==> src/rtl/alu_bist_sequencer.sv <==
// Built-in self-test sequencer: replays ROM vectors through the CPU ALU and tallies mismatches.
// Optional macro ALU_BIST_STOP_ON_FAIL_EN ends the run at the first mismatching vector.
module alu_bist_sequencer #(
    parameter int REG_WIDTH     = 16,
    parameter int REG_ADDR_BITS = 3,
    parameter int VEC_ADDR_BITS = 5,
    parameter int NUM_VECTORS   = 8,
    parameter int SETTLE_CYCLES = 2
) (
    input  logic                                      clk,
    input  logic                                      reset,
    input  logic                                      start,
    output logic [VEC_ADDR_BITS-1:0]                  vec_addr,
    input  logic [4+2*REG_ADDR_BITS+REG_WIDTH-1:0]    vec_data,
    input  logic [REG_WIDTH-1:0]                      aluResult,
    output logic [3:0]                                aluOpCode,
    output logic [REG_ADDR_BITS-1:0]                  regAddressA,
    output logic [REG_ADDR_BITS-1:0]                  regAddressB,
    output logic                                      regWriteEnable,
    output logic                                      busy,
    output logic                                      done,
    output logic                                      pass,
    output logic [7:0]                                fail_count,
    output logic [VEC_ADDR_BITS-1:0]                  first_fail_index
);

    localparam int VEC_WIDTH = 4 + 2 * REG_ADDR_BITS + REG_WIDTH;
    localparam logic [VEC_ADDR_BITS-1:0] LAST_INDEX  = VEC_ADDR_BITS'(NUM_VECTORS - 1);
    localparam logic [3:0]               SETTLE_LOAD = 4'(SETTLE_CYCLES - 1);

    localparam logic [2:0] S_IDLE   = 3'd0;
    localparam logic [2:0] S_FETCH  = 3'd1;
    localparam logic [2:0] S_LOAD   = 3'd2;
    localparam logic [2:0] S_ISSUE  = 3'd3;
    localparam logic [2:0] S_SETTLE = 3'd4;
    localparam logic [2:0] S_CHECK  = 3'd5;
    localparam logic [2:0] S_DONE   = 3'd6;

    logic [2:0]               stateR;
    logic [VEC_ADDR_BITS-1:0] indexR;
    logic [3:0]               settleCntR;
    logic [REG_WIDTH-1:0]     expectedR;
    logic                     mismatchS;
    logic                     lastVecS;
    logic                     endRunS;

    function automatic logic [7:0] satInc8(input logic [7:0] value);
        if (value == 8'hFF) begin
            return value;
        end else begin
            return value + 8'd1;
        end
    endfunction

    // Per-vector verdict and end-of-run decision, evaluated during CHECK
    always_comb begin
        mismatchS = (aluResult != expectedR);
        lastVecS  = (indexR == LAST_INDEX);
`ifdef ALU_BIST_STOP_ON_FAIL_EN
        endRunS   = lastVecS | mismatchS;
`else
        endRunS   = lastVecS;
`endif
    end

    // Sequencer state, operand registers and run status
    always_ff @(posedge clk or posedge reset) begin
        if (reset) begin
            stateR           <= S_IDLE;
            indexR           <= '0;
            settleCntR       <= 4'd0;
            expectedR        <= '0;
            vec_addr         <= '0;
            aluOpCode        <= 4'd0;
            regAddressA      <= '0;
            regAddressB      <= '0;
            regWriteEnable   <= 1'b0;
            busy             <= 1'b0;
            done             <= 1'b0;
            pass             <= 1'b0;
            fail_count       <= 8'd0;
            first_fail_index <= '0;
        end else begin
            case (stateR)
                S_IDLE, S_DONE: begin
                    if (start) begin
                        stateR           <= S_FETCH;
                        indexR           <= '0;
                        vec_addr         <= '0;
                        fail_count       <= 8'd0;
                        first_fail_index <= '0;
                        done             <= 1'b0;
                        pass             <= 1'b0;
                        busy             <= 1'b1;
                    end
                end
                S_FETCH: begin
                    stateR <= S_LOAD;
                end
                S_LOAD: begin
                    // Operand outputs are loaded here so they are already valid throughout ISSUE
                    aluOpCode      <= vec_data[VEC_WIDTH-1 -: 4];
                    regAddressA    <= vec_data[VEC_WIDTH-5 -: REG_ADDR_BITS];
                    regAddressB    <= vec_data[VEC_WIDTH-5-REG_ADDR_BITS -: REG_ADDR_BITS];
                    expectedR      <= vec_data[REG_WIDTH-1:0];
                    regWriteEnable <= 1'b1;
                    stateR         <= S_ISSUE;
                end
                S_ISSUE: begin
                    regWriteEnable <= 1'b0;
                    settleCntR     <= SETTLE_LOAD;
                    stateR         <= S_SETTLE;
                end
                S_SETTLE: begin
                    if (settleCntR == 4'd0) begin
                        stateR <= S_CHECK;
                    end else begin
                        settleCntR <= settleCntR - 4'd1;
                    end
                end
                S_CHECK: begin
                    if (mismatchS) begin
                        fail_count <= satInc8(fail_count);
                        if (fail_count == 8'd0) begin
                            first_fail_index <= indexR;
                        end
                    end
                    if (endRunS) begin
                        stateR <= S_DONE;
                        busy   <= 1'b0;
                        done   <= 1'b1;
                        pass   <= (fail_count == 8'd0) && !mismatchS;
                    end else begin
                        indexR   <= indexR + VEC_ADDR_BITS'(1);
                        vec_addr <= indexR + VEC_ADDR_BITS'(1);
                        stateR   <= S_FETCH;
                    end
                end
                default: begin
                    stateR         <= S_IDLE;
                    busy           <= 1'b0;
                    regWriteEnable <= 1'b0;
                end
            endcase
        end
    end

endmodule

==> config.mk <==
export PLATFORM = sky130hd
export DESIGN_NAME = alu_bist_sequencer
export DESIGN_NICKNAME = d
export VERILOG_FILES = /design/src/rtl/alu_bist_sequencer.sv
export SDC_FILE = /design/constraint.sdc
export NUM_CORES = 1
export LEC_CHECK = 0
export ABC_AREA = 1
export BUFFER_PORTS_ARGS = -buffer_cell sky130_fd_sc_hd__buf_4
export CAP_MARGIN = 20
export CORE_AREA = 3 3 95 97
export DETAILED_ROUTE_END_ITERATION = 10
export DIE_AREA = 0 0 98 100
export PLACE_DENSITY = 0.67
export SYNTH_ARGS = -nofsm -noshare
export SYNTH_HDL_FRONTEND = slang
export SYNTH_SLANG_ARGS = --single-unit
==> constraint.sdc <==
create_clock -name clk -period 5.03 [get_ports clk]
set_input_delay 1.006 -clock clk [delete_from_list [all_inputs] [get_ports clk]]
set_output_delay 1.006 -clock clk [all_outputs]
set_load 0.01 [all_outputs]
==> impl_metrics.toml <==
[grt]
grt_pass1_wl_um = 11740
grt_pass1_vias = 2592
gr-total-overflow = 0
antenna_found_initial = 0
gr-usage-all-layers_pct = 14.59
grt_max_degree = 56

[critical_path]
cpLargestDelayFamily = "flip-flops"
crit_fanout = 6
arrival_ns = 0.98
slowest_delay_ns = 0.49
critPathCaptureType = "output pin"
required_ns = 4.02
crit_buf_inv = 1
start_kind = "register"
worstSetupPathType = "register to output pin"
reg2reg_slack_ns = 3.18
crit_chain = "buf_4"
cp_slowest_cell = "dfrtp_1"

[clock_network]
cts_root_buffer = "clkbuf_8"
cts_tree = "done"
cts.sinks = 55
cts_max_level = 2
cts_buffer_depth = 2
post_cts_buffers = 0
hold_buffers = 0
cts_made_buffers = 5
clk_latency_ns = 0.31
cts_resized = 0
clk_pin_slew_ns = 0.11

[timing]
setup-tns-final_ns = 0
clock.fmax_mhz = 504.4
finalSetupViolCount = 0
tightestPinTransition_ns = 0.7878
slew_headroom_pct = 47.42
clock_skew_ns = 0.01346
worst_slack_ns = 3.047
final_hold_viol_count = 0
drv_slew = 0
period_needed_ns = 1.983
rsz0062_at_grt = "no"
finalCritPeriodShare_pct = 39.42

[place]
place_hpwl_um = 5191
gp_congestion = 0.8657
portBuffers = 76
place_ws_ns = 2.909

[synthesis]
synthAdderAreaFrac_pct = 1.687
synth_largest_area_cell = "dfrtp_1"
avgSynthCellArea_um2 = 8.083
yosysTopAreaCellShare_pct = 46.39
synth_most_common_cell = "nand2_1"
synth-xor-area-share_pct = 1.771
ys_ff_latch = 55
synth.area.top_cells = "dfrtp_1, nand2_1, inv_1, mux2_2, nor2_1"
synth_edf_count = 0
ys_top_cells_by_count = "nand2_1, dfrtp_1, inv_1"
syn-num-nets = 416
syn_inst = 367
synth_top_family_by_area = "simple AND/OR/NAND/NOR gates"
synth_ff_type = "dfrtp_1"
synth_compound_area_share_pct = 6.495
synthMuxAreaShare_pct = 6.073
ys_seq_area_share_pct = 46.39
yosysWarningCount = 0
syn_area_mm2 = 0.002967
synth_cell_type_count = 28
synth-simple-area-share_pct = 29.78
synthArstFlopShare_pct = 100.0

[die]
boundaryPins = 77
rows = 33
die_y_um = 100
die_x_um = 98
design.die.area_mm2 = 0.009800
coreArea_mm2 = 0.008217
start_util_pct = 36.10

[cells_and_area]
multi_input_area_mm2 = 0.001359
antenna_cells = 0
syn_to_final_growth_pct = 26.66
nFillCells = 804
regArea_mm2 = 0.001376
drive_above_1_share_pct = 27.01
nets = 496

[route]
ant_nets = 0
top_layer = "met4"
wl_per_cell_um = 12.38
drt_first_pass_iters = 4
via_count = 2567
wl_met1_um = 3033
met3_length_um = 285
first_iter_violations = 120
wl_met2_um = 3343
drc = 0
viasPerCell = 4.642
drt-total-wl_um = 6847

[power]
ir_worst_vdd_mv = 0.2425
power.leakage_nw = 1.943
cellPowerDensity_mw_per_mm2 = 458.1

[hold_path]
min_path_type = "register to register"

[flow_run]
cap_viol_max_count = 0

[run_status]
status = "completed"
sequential cells by signal (all words and copies together) (netlist names), 4 cells and up:
name,flops
aluOpCode,4
expectedR,16
settleCntR,4
fail_count,8
indexR,5
first_fail_index,5
cell type report:
class | instances | area share (%)
clock buffers | 6 | 2.198
inverters | 57 | 5.694
clock inverters | 2 | 0.4329
flip-flops and latches | 55 | 36.63
well taps | 105 | 3.497
repair buffers | 77 | 15.38
multi-input cells | 251 | 36.16
kinds of logic after synthesis:
group / Yosys count
flops: 55
fa+ha+maj: 4
simple gates: 190
compound gates: 35
mux: 16
buf+inv: 61
xor+xnor: 6
path summary, 6_finish.rpt:
path	start	endpoint	depth (start not counted)
max in group asynchronous	reset	fail_count[6]	3
worst max-delay path	fail_count[2]	fail_count[2]	1
worst min-delay path	first_fail_index[2]	first_fail_index[2]	2
worst min register to register	first_fail_index[2]	first_fail_index[2]	2
worst max register to register	stateR[0]	expectedR[2]	3
min in group asynchronous	reset	aluOpCode[3]	3
where the power goes:
part	internal (mW)	total (mW)	switching [mW]
clock	0.113	0.262	0.149
combinational	0.340	0.768	0.428
sequential	0.592	0.691	0.0990
total	1.05	1.72	0.676
metrics by stage:
| stage | util (%) | power [mW] | cell area (µm²) | hold slack (ns) | cells |
|---|---|---|---|---|---|
| floorplan | - | 1.227 | 2967 | 0.5011 | 367 |
| global placement | 44.53 | 1.445 | 3659 | 0.4626 | 545 |
| detailed placement | 44.53 | 1.478 | 3659 | 0.4698 | 545 |
| CTS | 45.73 | 1.744 | 3757 | 0.4963 | 553 |
| global route | 45.73 | 1.877 | 3757 | 0.5107 | 553 |
| finish | 45.73 | 1.721 | 3757 | 0.4852 | 553 |
layer usage:
metal / vias to the layer above / GRT usage, %
met5: - / 0
met4: 0 / 5.751
met3: 13 / 2.502
met2: 58 / 25.34
met1: 1180 / 18.13
li1: 1316 / -
placed cells by master (no fill, tap or decap), drive strengths merged, types with 2 or more instances in the layout:
cell type / synthesis / layout
a21oi: 16 / 16
buf: 2 / 77
clkbuf: 2 / 6
dfrtp: 55 / 55
ha: 4 / 4
inv: 57 / 57
mux2: 16 / 16
nand2: 95 / 95
nand3: 32 / 32
nand4: 2 / 2
nor2: 52 / 52
nor3: 4 / 4
nor3b: 4 / 4
o21ai: 13 / 13
o31ai: 2 / 2
xnor2: 6 / 6
Power figures use the tool's default switching activity.
